==> src/rtl/rv_ctrl_pkg.sv <==
// Shared definitions for the RV32I multicycle controller: FSM states, opcodes,
// datapath select encodings, trap causes and instruction classes.
package rv_ctrl_pkg;

  typedef enum logic [2:0] {
    ST_FETCH,
    ST_DECODE,
    ST_EXEC,
    ST_MEM,
    ST_WB,
    ST_TRAP
  } state_e;

  // Base opcodes; the immediate generator keys its formats off the same values.
  localparam logic [6:0] OPC_LOAD   = 7'b0000011;
  localparam logic [6:0] OPC_OP_IMM = 7'b0010011;
  localparam logic [6:0] OPC_STORE  = 7'b0100011;
  localparam logic [6:0] OPC_BRANCH = 7'b1100011;
  localparam logic [6:0] OPC_LUI    = 7'b0110111;
  localparam logic [6:0] OPC_AUIPC  = 7'b0010111;
  localparam logic [6:0] OPC_JAL    = 7'b1101111;
  localparam logic [6:0] OPC_JALR   = 7'b1100111;
  localparam logic [6:0] OPC_OP     = 7'b0110011;

  localparam logic [1:0] PC_SRC_PLUS4  = 2'd0;
  localparam logic [1:0] PC_SRC_BRANCH = 2'd1;
  localparam logic [1:0] PC_SRC_ALU    = 2'd2;

  localparam logic [1:0] WB_SEL_ALU = 2'd0;
  localparam logic [1:0] WB_SEL_MEM = 2'd1;
  localparam logic [1:0] WB_SEL_PC4 = 2'd2;

  localparam logic [1:0] ALU_OP_ADD    = 2'd0;
  localparam logic [1:0] ALU_OP_FUNCT  = 2'd1;
  localparam logic [1:0] ALU_OP_PASS_B = 2'd2;

  localparam logic [1:0] TRAP_NONE          = 2'd0;
  localparam logic [1:0] TRAP_ILLEGAL       = 2'd1;
  localparam logic [1:0] TRAP_IMEM_TIMEOUT  = 2'd2;
  localparam logic [1:0] TRAP_DMEM_TIMEOUT  = 2'd3;

  typedef enum logic [3:0] {
    CLS_LOAD,
    CLS_STORE,
    CLS_BRANCH,
    CLS_OP_IMM,
    CLS_OP,
    CLS_LUI,
    CLS_AUIPC,
    CLS_JAL,
    CLS_JALR,
    CLS_ILLEGAL
  } iclass_e;

  function automatic iclass_e classify(input logic [6:0] opc);
    case (opc)
      OPC_LOAD:   return CLS_LOAD;
      OPC_STORE:  return CLS_STORE;
      OPC_BRANCH: return CLS_BRANCH;
      OPC_OP_IMM: return CLS_OP_IMM;
      OPC_OP:     return CLS_OP;
      OPC_LUI:    return CLS_LUI;
      OPC_AUIPC:  return CLS_AUIPC;
      OPC_JAL:    return CLS_JAL;
      OPC_JALR:   return CLS_JALR;
      default:    return CLS_ILLEGAL;
    endcase
  endfunction

endpackage

==> src/rtl/rv_ctrl_wait_timer.sv <==
// Saturating wait counter for memory handshakes; expired flags the cycle in
// which an unacknowledged request reaches WAIT_MAX waiting cycles.
module rv_ctrl_wait_timer #(
  parameter int unsigned WAIT_MAX = 255,
  parameter int unsigned WAIT_W   = 16
) (
  input  logic clk,
  input  logic rst_n,
  input  logic clear,
  input  logic enable,
  output logic expired
);

  localparam logic [WAIT_W-1:0] MAX_V  = WAIT_W'(WAIT_MAX);
  localparam logic [WAIT_W-1:0] LAST_V = WAIT_W'(WAIT_MAX - 1);

  logic [WAIT_W-1:0] cnt_q, cnt_d;

  always_comb begin
    cnt_d = cnt_q;
    if (clear) begin
      cnt_d = '0;
    end else if (enable && (cnt_q != MAX_V)) begin
      cnt_d = cnt_q + WAIT_W'(1);
    end
  end

  always_ff @(posedge clk or negedge rst_n) begin
    if (!rst_n) begin
      cnt_q <= '0;
    end else begin
      cnt_q <= cnt_d;
    end
  end

  // cnt_q counts the waiting cycles already spent, so the current cycle is the last allowed one.
  assign expired = enable && (cnt_q >= LAST_V);

endmodule

==> src/rtl/rv_multicycle_ctrl.sv <==
// Multicycle RV32I control FSM sequencing fetch/decode/exec/mem/wb with req/ack
// memory handshakes and sticky traps. Define CTRL_PERF_CNT_EN for cycle/retire counters.
module rv_multicycle_ctrl
  import rv_ctrl_pkg::*;
#(
  parameter int unsigned WAIT_MAX = 255,
  parameter int unsigned WAIT_W   = 16
) (
  input  logic        clk,
  input  logic        rst_n,
  input  logic [6:0]  opcode,
  input  logic        branch_taken,
  input  logic        imem_ack,
  input  logic        dmem_ack,
  output logic        imem_req,
  output logic        dmem_req,
  output logic        dmem_we,
  output logic        ir_we,
  output logic        pc_we,
  output logic [1:0]  pc_src,
  output logic        alu_src_a,
  output logic        alu_src_b,
  output logic [1:0]  alu_op,
  output logic        rf_we,
  output logic [1:0]  wb_sel,
  output logic        retire,
  output logic        trap,
  output logic [1:0]  trap_cause,
  output logic [31:0] cyc_cnt,
  output logic [31:0] ret_cnt
);

  state_e     state_q, state_d;
  iclass_e    cls_q, cls_d;
  logic [1:0] cause_q, cause_d;

  logic       waiting, expired, tmr_clear;

  logic       imem_req_s, dmem_req_s, dmem_we_s, ir_we_s, pc_we_s;
  logic       alu_src_a_s, alu_src_b_s, rf_we_s, retire_s;
  logic [1:0] pc_src_s, alu_op_s, wb_sel_s;

  assign waiting   = ((state_q == ST_FETCH) && !imem_ack) ||
                     ((state_q == ST_MEM)   && !dmem_ack);
  assign tmr_clear = (state_d != state_q);

  rv_ctrl_wait_timer #(
    .WAIT_MAX (WAIT_MAX),
    .WAIT_W   (WAIT_W)
  ) u_wait_timer (
    .clk     (clk),
    .rst_n   (rst_n),
    .clear   (tmr_clear),
    .enable  (waiting),
    .expired (expired)
  );

  always_comb begin
    state_d     = state_q;
    cls_d       = cls_q;
    cause_d     = cause_q;
    imem_req_s  = 1'b0;
    dmem_req_s  = 1'b0;
    dmem_we_s   = 1'b0;
    ir_we_s     = 1'b0;
    pc_we_s     = 1'b0;
    pc_src_s    = PC_SRC_PLUS4;
    alu_src_a_s = 1'b0;
    alu_src_b_s = 1'b0;
    alu_op_s    = ALU_OP_ADD;
    rf_we_s     = 1'b0;
    wb_sel_s    = WB_SEL_ALU;
    retire_s    = 1'b0;

    case (state_q)
      ST_FETCH: begin
        imem_req_s = 1'b1;
        if (imem_ack) begin
          ir_we_s = 1'b1;
          state_d = ST_DECODE;
        end else if (expired) begin
          state_d = ST_TRAP;
          cause_d = TRAP_IMEM_TIMEOUT;
        end
      end

      ST_DECODE: begin
        cls_d = classify(opcode);
        if (cls_d == CLS_ILLEGAL) begin
          state_d = ST_TRAP;
          cause_d = TRAP_ILLEGAL;
        end else begin
          state_d = ST_EXEC;
        end
      end

      ST_EXEC: begin
        case (cls_q)
          CLS_BRANCH: begin
            alu_op_s = ALU_OP_FUNCT;
            pc_we_s  = 1'b1;
            pc_src_s = branch_taken ? PC_SRC_BRANCH : PC_SRC_PLUS4;
            retire_s = 1'b1;
            state_d  = ST_FETCH;
          end
          CLS_LOAD, CLS_STORE: begin
            alu_src_b_s = 1'b1;
            state_d     = ST_MEM;
          end
          CLS_OP_IMM: begin
            alu_src_b_s = 1'b1;
            alu_op_s    = ALU_OP_FUNCT;
            state_d     = ST_WB;
          end
          CLS_OP: begin
            alu_op_s = ALU_OP_FUNCT;
            state_d  = ST_WB;
          end
          CLS_LUI: begin
            alu_src_b_s = 1'b1;
            alu_op_s    = ALU_OP_PASS_B;
            state_d     = ST_WB;
          end
          CLS_AUIPC, CLS_JAL: begin
            alu_src_a_s = 1'b1;
            alu_src_b_s = 1'b1;
            state_d     = ST_WB;
          end
          CLS_JALR: begin
            alu_src_b_s = 1'b1;
            state_d     = ST_WB;
          end
          default: state_d = ST_FETCH;
        endcase
      end

      ST_MEM: begin
        dmem_req_s = 1'b1;
        dmem_we_s  = (cls_q == CLS_STORE);
        if (dmem_ack) begin
          if (cls_q == CLS_STORE) begin
            pc_we_s  = 1'b1;
            retire_s = 1'b1;
            state_d  = ST_FETCH;
          end else begin
            state_d = ST_WB;
          end
        end else if (expired) begin
          state_d = ST_TRAP;
          cause_d = TRAP_DMEM_TIMEOUT;
        end
      end

      ST_WB: begin
        rf_we_s  = 1'b1;
        pc_we_s  = 1'b1;
        retire_s = 1'b1;
        state_d  = ST_FETCH;
        if (cls_q == CLS_LOAD) begin
          wb_sel_s = WB_SEL_MEM;
        end else if ((cls_q == CLS_JAL) || (cls_q == CLS_JALR)) begin
          wb_sel_s = WB_SEL_PC4;
        end
        if (cls_q == CLS_JAL) begin
          pc_src_s = PC_SRC_BRANCH;
        end else if (cls_q == CLS_JALR) begin
          pc_src_s = PC_SRC_ALU;
        end
      end

      ST_TRAP: state_d = ST_TRAP;

      default: state_d = ST_FETCH;
    endcase
  end

  always_ff @(posedge clk or negedge rst_n) begin
    if (!rst_n) begin
      state_q <= ST_FETCH;
      cls_q   <= CLS_ILLEGAL;
      cause_q <= TRAP_NONE;
    end else begin
      state_q <= state_d;
      cls_q   <= cls_d;
      cause_q <= cause_d;
    end
  end

  // Gating with rst_n drops any in-flight request the moment reset asserts.
  assign imem_req   = imem_req_s  & rst_n;
  assign dmem_req   = dmem_req_s  & rst_n;
  assign dmem_we    = dmem_we_s   & rst_n;
  assign ir_we      = ir_we_s     & rst_n;
  assign pc_we      = pc_we_s     & rst_n;
  assign alu_src_a  = alu_src_a_s & rst_n;
  assign alu_src_b  = alu_src_b_s & rst_n;
  assign rf_we      = rf_we_s     & rst_n;
  assign retire     = retire_s    & rst_n;
  assign pc_src     = rst_n ? pc_src_s : 2'd0;
  assign alu_op     = rst_n ? alu_op_s : 2'd0;
  assign wb_sel     = rst_n ? wb_sel_s : 2'd0;
  assign trap       = (state_q == ST_TRAP);
  assign trap_cause = cause_q;

`ifdef CTRL_PERF_CNT_EN
  logic [31:0] cyc_q, ret_q;

  always_ff @(posedge clk or negedge rst_n) begin
    if (!rst_n) begin
      cyc_q <= '0;
      ret_q <= '0;
    end else begin
      if (state_q != ST_TRAP) begin
        cyc_q <= cyc_q + 32'd1;
      end
      if (retire_s) begin
        ret_q <= ret_q + 32'd1;
      end
    end
  end

  assign cyc_cnt = cyc_q;
  assign ret_cnt = ret_q;
`else
  assign cyc_cnt = '0;
  assign ret_cnt = '0;
`endif

endmodule

==> config.mk <==
export PLATFORM = sky130hd
export DESIGN_NAME = rv_multicycle_ctrl
export DESIGN_NICKNAME = d
export VERILOG_FILES = /design/src/rtl/rv_ctrl_pkg.sv /design/src/rtl/rv_ctrl_wait_timer.sv /design/src/rtl/rv_multicycle_ctrl.sv
export SDC_FILE = /design/constraint.sdc
export NUM_CORES = 1
export LEC_CHECK = 0
export ABC_CLOCK_PERIOD_IN_PS = 5900
export BUFFER_PORTS_ARGS = -buffer_cell sky130_fd_sc_hd__clkbuf_2
export CORE_ASPECT_RATIO = 0.7
export CORE_MARGIN = 3
export CORE_UTILIZATION = 50
export CTS_BUF_LIST = sky130_fd_sc_hd__clkbuf_4
export CTS_CLUSTER_SIZE = 12
export DETAILED_ROUTE_END_ITERATION = 10
export PLACE_DENSITY = 0.88
export SYNTH_ARGS = -nofsm -noshare
export SYNTH_HDL_FRONTEND = slang
export SYNTH_HIERARCHICAL = 1
export SYNTH_SLANG_ARGS = --single-unit
==> constraint.sdc <==
create_clock -name clk -period 5.9 [get_ports clk]
set_input_delay 0.295 -clock clk [delete_from_list [all_inputs] [get_ports clk]]
set_output_delay 0.295 -clock clk [all_outputs]
set_load 0.02 [all_outputs]
Word level (Yosys, flattened, before mapping)
Index checks and enable logic that the tools add are counted.
{ "classes": {"addsub": 1, "order_cmp": 1, "n_eq_ne": 30, "mux": 44, "bitwise_logic": 8, "reduce_logical": 18} }
{ "op_table": {"columns": ["operator", "n"], "rows": [
  ["one-hot mux 4 bit (9 select lines)", 1],
  ["two-way mux 16 bit", 2],
  ["two-way mux 2 bit", 14],
  ["== test 7 x 6 -> 1 bit (second input constant)", 3],
  ["== test 7 bit (second input constant)", 3],
  ["adder 16 x 1 -> 16 bit (second input constant)", 1],
  ["== test 4 x 3 -> 1 bit (second input constant)", 4],
  [">= comparator 16 x 8 -> 1 bit (second input constant)", 1],
  ["inequality test 16 x 8 -> 1 bit (second input constant)", 1],
  ["two-way mux 1 bit", 15],
  ["two-way mux 3 bit", 5],
  ["one-hot mux 3 bit (5 select lines)", 1],
  ["== test 7 x 5 -> 1 bit (second input constant)", 2],
  ["inequality test 2 bit (second input constant)", 5],
  ["AND 1 bit", 8],
  ["== test 4 x 2 -> 1 bit (second input constant)", 2],
  ["== test 4 bit (second input constant)", 2],
  ["one-hot mux 2 bit (2 select lines)", 2],
  ["== test 7 x 2 -> 1 bit (second input constant)", 1],
  ["OR reduction 7 bit", 1],
  ["== test 3 x 2 -> 1 bit (second input constant)", 2],
  ["== test 3 bit (second input constant)", 2],
  ["one-hot mux 2 bit (3 select lines)", 1],
  ["one-hot mux 3 bit (2 select lines)", 1],
  ["other kinds (16)", 22]
]} }
{ "word_totals": {"reg_bits": 25, "in_bits": 12, "out_inout_bits": 82, "wordCells": 106} }

Longest topological paths before layout
Gate-level depths: netlist of the first run.
{ "depth": {"ltp_word": 9, "depth_mapped": 10, "ltp_nobuf": 9} }

Modules after synthesis
Netlist of the first run, hierarchy kept.
{ "modules_own_cells": {"columns": ["module", "instances", "cells_per_inst", "area_each_um2", "seq_area_each_um2"], "rows": [
  ["rv_multicycle_ctrl", 1, 184, 1362.6, 227.7],
  ["rv_ctrl_wait_timer", 1, 96, 937.1, 400.4]
]} }

Worst setup path before layout of the first run
OpenSTA, ideal clock, no wires.
{ "synth_timing": {"path_type": "register -> register", "from": "reg state_q[0]", "to": "reg u_wait_timer.cnt_q[0]", "setup_ns": 0.132, "t_arrival_ns": 2.236, "required_ns": 5.768, "path_slack_ns": 3.532, "stages_incl_launch_ff": 11, "n_path_buf": 3, "period_less_slack_ns": 2.368, "cell_sequence": "dfrtp_1 clkbuf_1 nor3_1 a21oi_1 nor2_1 o31a_1 inv_1 a21oi_1 clkbuf_1 clkbuf_1 nor2_1"} }
{ "synth_between": {"elab_chain_cells": 9, "elab_cells_between_ends": 17, "classes_between": "eq/ne (5); mux (5); reduce/logical (7)"} }
{ "synth_rtl": {"columns": ["element", "line_no", "rtl"], "rows": [
  ["start, declared", "rv_multicycle_ctrl.sv:33", "state_e state_q, state_d;"],
  ["start signal, assigned", "rv_multicycle_ctrl.sv:183", "state_q <= state_d;"],
  ["== test 3 x 2 -> 1 bit / logical NOT 3 bit (equally long branches)", "rv_multicycle_ctrl.sv:44, rv_multicycle_ctrl.sv:43", null],
  ["logical AND 1 bit (on tied branches)", "rv_multicycle_ctrl.sv:44, rv_multicycle_ctrl.sv:43", null],
  ["logical OR 1 bit *", "rv_multicycle_ctrl.sv:43", "assign waiting = ((state_q == ST_FETCH) && !imem_ack) ||"],
  ["net waiting", "rv_multicycle_ctrl.sv:37", "logic waiting, expired, tmr_clear;"],
  ["logical AND 1 bit *", "rv_ctrl_wait_timer.sv:37", "assign expired = enable && (cnt_q >= LAST_V);"],
  ["net expired", "rv_multicycle_ctrl.sv:37", null],
  ["two-way mux 3 bit *", "rv_multicycle_ctrl.sv:81, rv_multicycle_ctrl.sv:148", null],
  ["two-way mux 3 bit (on tied branches)", "rv_multicycle_ctrl.sv:140, rv_multicycle_ctrl.sv:78", null],
  ["one-hot mux 3 bit (5 select lines) *", "rv_multicycle_ctrl.sv:75", "case (state_q)"],
  ["inequality test 3 bit *", "rv_multicycle_ctrl.sv:45", "assign tmr_clear = (state_d != state_q);"],
  ["net tmr_clear", "rv_multicycle_ctrl.sv:37", null],
  ["two-way mux 16 bit / nonzero test 2 bit (equally long branches)", null, null],
  ["end signal, assigned", "rv_ctrl_wait_timer.sv:32", "cnt_q <= cnt_d;"],
  ["end, declared", "rv_ctrl_wait_timer.sv:17", "logic [WAIT_W-1:0] cnt_q, cnt_d;"]
]} }
The timed path passes the listed nets; every way through them passes the cells marked *.
A chain may end at the register's enable or synchronous reset.

Final worst setup path of the first run
{ "layout_timing": {"from": "reg state_q[0]", "to": "reg u_wait_timer.cnt_q[15]"} }
Same word-level chain as after synthesis.

==> flow_summary.yaml, run 1 <==
placed_design:
  post_dp_cell_area_mm2: 0.00221
  hpwl_mm: 3.46
  numPortBuffers: 29
  routabilityCongestion: 0.899
synth:
  yosys_warnings: 6
  synth.top_cell.area_share_pct: 25.0
  synth_area_leaders: "dfrtp_1 25%, buf_4 21%, nor2_1 4.6%"
  synth_cell_types: 60
  synthFlopType: "dfrtp_1"
  synthCells: 280
  synth_seq_area_share_pct: 27.3
  syn_avg_cell_area_um2: 8.21
  synthArstFlopShare_pct: 100
  synth_edf_count: 0
  synth_area_mm2: 0.00230
  yosys.area.top_type: "dfrtp_1"
  ys_ff_latch: 25
sta:
  hold_viol_final: 0
  rsz0062_at_grt: "false"
  drv_slew: 0
  final-setup-viol-count: 0
  min_period_over_period_pct: 45.4
  setup-tns-final_ns: 0
  fin_crit_ns: 2.68
  relSlewSlack_pct: 52.0
  fmax_mhz: 373
  worstMarginPinSlew_ns: 0.718
  skew_ns: 0.00565
clock_tree:
  clk_pin_slew_ns: 0.14
  worstSkewPairLatency_ns: 0.33
  htree_levels: 1
  cts_inserted_buffers: 3
  cts.sinks: 25
  cts_tree: "built"
  clock_path_buffers: 2
  cts_root_buf: "clkbuf_4"
power_and_ir_drop:
  power.density_mw_per_mm2: 150
  p_leak_uw: 0.00109
  worst_ir_drop_vdd_uv: 76.5
grt:
  grt-ovfl-total: 0
  antenna_found_initial: 0
  grt_first_pass_wirelength_mm: 7.21
  grt_max_degree: 29
  globalRouteTotalUtil_pct: 16.0
  grt_pass1_vias: 1510
drt:
  dr.pass1.iters: 5
  wire_per_inst_um: 12.4
  wl_met2_mm: 1.90
  met1_length_mm: 2.03
  drtAntennaViolNets: 0
  finalWirelength_mm: 4.43
  met3_length_um: 462
  highest_layer: "met4"
  drc_errors: 0
  vias: 1856
  dr.first_iter.drc_count: 238
  via_per_inst: 5.21
cells_and_area:
  area_delta_synth_final_pct: -2.34
  fillerInstances: 375
  fin_nets: 319
  insertedDiodeCount: 0
  final_area_mm2: 0.00225
  register_area_um2: 628
  drive_gt1_share_pct: 15.1
  multi_input_area_mm2: 0.00133
flow_run:
  drv_cap: 0
floorplanning:
  die_w_um: 87.1
  core_mm2: 0.00416
  ios: 94
  dieArea_mm2: 0.00546
  die_h_um: 62.7
  start_util_pct: 55.3
  fp-row-count: 19
worst_setup_path:
  worstPathArrival_ns: 2.91
  cp_max_fo: 19
  cp_data_required_time_ns: 6.13
  critical_path_class: "register to register"
  start_kind: "register"
  endpoint_kind: "register"
worst_hold_path:
  hold_path_class: "input pin to register"
run_status:
  status: "completed"
[metal layers]
layer  up-vias  GRT usage (%)
li1        896              -
met1       852           25.0
met2       104           22.4
met3         4           2.77
met4         0           4.09
met5         -              0
[registers in the layout, indices dropped and copies added (netlist names)]
signal	flops
state_q	3
cls_q	4
trap_cause	2
u_wait_timer/cnt_q	16
[final cells by class]
type                    instances  area share, %
multi-input cells             236           59.2
flip-flops and latches         25           28.0
repair buffers                 31           7.24
well taps                      52           2.90
clock buffers                   4           1.34
inverters                       8           1.34
[critical path, stage by stage (launching register included)]
cell and delay [ns]:
dfrtp_1 0.57, nor2b_1 0.28, a21oi_1 0.12, nor2_1 0.48, o31a_1 0.30, inv_1 0.07, a21oi_1 0.16, buf_4 0.25
nor2b_1 0.07, mux2_1 0.28
[cell usage after synthesis, types with 3 or more instances]
| cell type | instances |
|---|---|
| buf_4 | 65 |
| nor2_1 | 28 |
| dfrtp_1 | 23 |
| nand2_1 | 18 |
| a21oi_1 | 13 |
| inv_1 | 8 |
| nand3_1 | 8 |
| xnor2_1 | 8 |
| nor3_1 | 7 |
| o21ai_0 | 7 |
| nand2b_1 | 6 |
| nor2b_1 | 6 |
| nor4_1 | 5 |
| o31ai_1 | 5 |
| and3_1 | 4 |
| or4_1 | 4 |
| and2_1 | 3 |
| buf_2 | 3 |
| buf_6 | 3 |
| clkbuf_1 | 3 |
| nand4_1 | 3 |
| or3_1 | 3 |
[kinds of logic (layout without fill, tap and decap cells)]
| kind of cell | count (synthesis) | count (layout) | synth area share, % |
|---|---|---|---|
| other | 1 | 64 | 0.163 |
| buffers and inverters | 82 | 43 | 25.1 |
| AO/OA/AOI/OAI | 46 | 46 | 14.3 |
| multiplexers | 4 | 4 | 2.23 |
| adder cells (fa/ha/maj) | 2 | 2 | 1.09 |
| flip-flops | 25 | 25 | 27.3 |
| XOR/XNOR | 8 | 8 | 3.05 |
| AND/OR/NAND/NOR | 112 | 112 | 26.8 |
[where the power goes]
group          switching (uW)  internal, uW  leakage [uW]
sequential               5.37           176      0.000322
combinational            57.1          14.3      0.000745
clock                    53.5          31.1     0.0000184
[repair_timing]
item	in CTS	in global routing
buffers inserted	0	0
hold endpoints to repair	23	0
gates resized for setup	0	0
hold buffers	1	0
[metrics by stage]
stage	utilization, %	hold slack, ns	total power [uW]	setup slack (ns)	std cells
6_report	54.0	0.228	338	3.22	356
5_1_grt	54.0	0.241	357	2.95	356
4_1_cts	54.0	0.230	339	3.24	356
3_5_place_dp	53.0	0.353	254	3.28	351
3_3_place_gp	53.0	0.348	253	3.52	351
2_1_floorplan	-	-0.000591	272	3.53	343
[final timing paths]
path	from	end	slack [ns]	cells past startpoint
max in group asynchronous	rst_n	u_wait_timer/cnt_q[7]	4.98	2
worst max-delay path	state_q[0]	u_wait_timer/cnt_q[15]	3.22	9
worst min register to register	cls_q[3]	cls_q[3]	0.57	2
worst max register to register	state_q[0]	u_wait_timer/cnt_q[15]	3.22	9
worst min-delay path	opcode[0]	trap_cause[1]	0.23	3
min in group asynchronous	rst_n	u_wait_timer/cnt_q[2]	0.50	2
[cell usage in the layout, fill, tap and decap left out, types with 5 or more instances in the layout]
master and n:
nor4_1 5, nand2_1 18, inv_1 8, conb_1 64
nand2b_1 6, dfrtp_1 23, nor2b_1 6, a21oi_1 13
nor3_1 7, nor2_1 28, clkbuf_2 29, nand3_1 8
xnor2_1 8, o21ai_0 7, o31ai_1 5
Power figures use the tool's default switching activity.
==> inputs of run 2 (changes only) <==
ABC_AREA = 1   (was unset)
ABC_CLOCK_PERIOD_IN_PS = 2700   (was 5900)
PLACE_DENSITY = 0.87   (was 0.88)
clock period = 2.7 ns   (was 5.9 ns; I/O delays follow)
==> flow_summary.yaml, run 2 <==
drt:
  wire_per_inst_um: 11.4
  drtAntennaViolNets: 0
  dr.pass1.iters: 5
  dr.first_iter.drc_count: 236
  vias: 2373
  drc_errors: 0
  finalWirelength_mm: 5.54
  via_per_inst: 4.89
synth:
  synth_cell_types: 39
  synth_area_mm2: 0.00257
  synth_area_leaders: "dfrtp_1 22%, buf_4 20%, nand2_1 14%"
  ys_ff_latch: 25
  synth_seq_area_share_pct: 24.5
  synth_edf_count: 0
  syn_avg_cell_area_um2: 6.74
  synthFlopType: "dfrtp_1"
  yosys_warnings: 6
  yosys.area.top_type: "dfrtp_1"
  synthCells: 381
  synthArstFlopShare_pct: 100
  yosysMostFrequentCell: "nand2_1"
  synth.top_cell.area_share_pct: 22.4
  synth_top_cells_by_count: "95 x nand2_1, 67 x buf_4, 42 x nor2_1, 36 x inv_1, 23 x dfrtp_1"
cells_and_area:
  fin_nets: 431
  area_delta_synth_final_pct: 2.14
  largest_registers: "u_wait_timer/cnt_q: 16 flops, cls_q: 4 flops, state_q: 3 flops"
  mostFrequentLayoutCells: "94 x nand2_1, 64 x conb_1, 42 x nor2_1"
  drive_gt1_share_pct: 19.7
  final_common_cell: "nand2_1"
  insertedDiodeCount: 0
  regMostFlops: "u_wait_timer/cnt_q"
  largest_reg_flops: 16
sta:
  setup-tns-final_ns: 0
  rsz0062_at_grt: "false"
  drv_slew: 0
  final-setup-viol-count: 0
  min_period_over_period_pct: 93.4
  relSlewSlack_pct: 58.9
  fin_crit_ns: 2.52
  hold_viol_final: 0
  worstMarginPinSlew_ns: 0.616
  fmax_mhz: 397
  skew_ns: 0.00263
power_and_ir_drop:
  seqPwrFrac_pct: 29.3
  power.density_mw_per_mm2: 677
  swShare_pct: 54.1
  finalPower_uw: 1770
  worst_ir_drop_vdd_uv: 351
  p_switching_uw: 960
  p_leak_uw: 0.00141
  clkPwrFrac_pct: 9.0
  pwr-share-comb_pct: 61.6
  p_int_uw: 814
floorplanning:
  start_util_pct: 52.8
  dieArea_mm2: 0.00604
  die_w_um: 91.7
  ios: 94
  die_h_um: 66.0
  core_mm2: 0.00486
  fp-row-count: 21
worst_setup_path:
  critical_path_class: "register to register"
  cp_max_fo: 15
  cp_data_required_time_ns: 2.92
  worstPathArrival_ns: 2.74
  r2r_cells: 19
  start_kind: "register"
  endpoint_kind: "register"
clock_tree:
  htree_levels: 1
  clock_path_buffers: 2
  cts_tree: "built"
  cts.sinks: 25
  cts_inserted_buffers: 3
  clk_pin_slew_ns: 0.13
  worstSkewPairLatency_ns: 0.31
  cts_root_buf: "clkbuf_4"
worst_hold_path:
  hold_path_class: "input pin to register"
  hold_depth: 4
grt:
  grt_first_pass_wirelength_mm: 8.86
  grt_pass1_vias: 1993
  antenna_found_initial: 0
  grt_max_degree: 27
  grt-ovfl-total: 0
  globalRouteTotalUtil_pct: 17.5
run_status:
  status: "completed"
placed_design:
  hpwl_mm: 4.41
  routabilityCongestion: 0.951
  numPortBuffers: 29
flow_run:
  drv_cap: 0
[run 2: worst max-delay path, stage by stage (launching register included)]
cell and delay [ns]:
dfrtp_1 0.45, inv_4 0.09, nand3_1 0.11, or2_2 0.32, o21ai_1 0.12, inv_1 0.12
a21oi_4 0.18, o21bai_1 0.11, nor2_2 0.13, nor2_2 0.04, nand2_1 0.05, nor2_1 0.05
nand2_2 0.08, a21oi_2 0.05, nand2_2 0.09, inv_2 0.09, nand2_4 0.11, inv_4 0.09
nand2_1 0.08, nand2_1 0.06
[run 2: kinds of logic after synthesis]
kind of cell	count (synthesis)	share of synthesized area, %
AND/OR/NAND/NOR	205	38.3
buffers and inverters	114	27.6
AO/OA/AOI/OAI	31	7.46
flip-flops	25	24.5
XOR/XNOR	3	1.02
adder cells (fa/ha/maj)	2	0.975
other	1	0.146
[run 2: final cells by class]
class	count	area [um^2]
flip-flops and latches	25	628
clock buffers	3	22.5
well taps	69	86.3
repair buffers	40	230
inverters	42	170
clock inverters	1	5.00
fillers	443	2240
multi-input cells	305	1480
[run 2: repair_timing]
item / in CTS / in global routing
setup buffers: 0 / 2
resized for setup: 1 / 4
setup endpoints to repair: 15 / 16
hold buffers: 1 / 0
gates cloned: 0 / 0
endpoints found under the hold margin: 23 / 0
[run 2: stage by stage]
stage / util [%] / instance area [um^2] / setup WS, ns / hold WS (ns) / std cells
2_1_floorplan: - / 2800 / 0.0447 / -0.161 / 444
3_3_place_gp: 52.6 / 2560 / 0.142 / 0.145 / 478
3_5_place_dp: 52.6 / 2560 / -0.0819 / 0.145 / 478
4_1_cts: 53.4 / 2600 / 0.0184 / 0.202 / 483
5_1_grt: 54.0 / 2620 / 0.000586 / 0.208 / 485
6_report: 54.0 / 2620 / 0.179 / 0.223 / 485
[run 2: power by group through the flow]
stage | combinational (uW) | clock, uW | sequential (uW)
floorplan | 873 | 0 | 524
global placement | 1000 | 0 | 523
detailed placement | 1040 | 0 | 528
CTS | 1040 | 170 | 520
global route | 1190 | 188 | 529
finish | 1090 | 161 | 521
[run 2: path summary, 6_finish.rpt]
path	slack, ns	startpoint	end
worst min register to register	0.54	cls_q[3]	cls_q[3]
max in group asynchronous	2.07	rst_n	cls_q[3]
worst max-delay path	0.18	state_q[2]	u_wait_timer/cnt_q[11]
worst max register to register	0.18	state_q[2]	u_wait_timer/cnt_q[11]
min in group asynchronous	0.32	rst_n	u_wait_timer/cnt_q[9]
worst min-delay path	0.22	dmem_ack	state_q[1]
[run 2: per-layer routing]
metal	track usage (%)	share of wire (%)
met5	0	0
met4	4.51	1.3
met3	1.82	11
met2	30.3	44
met1	23.4	44
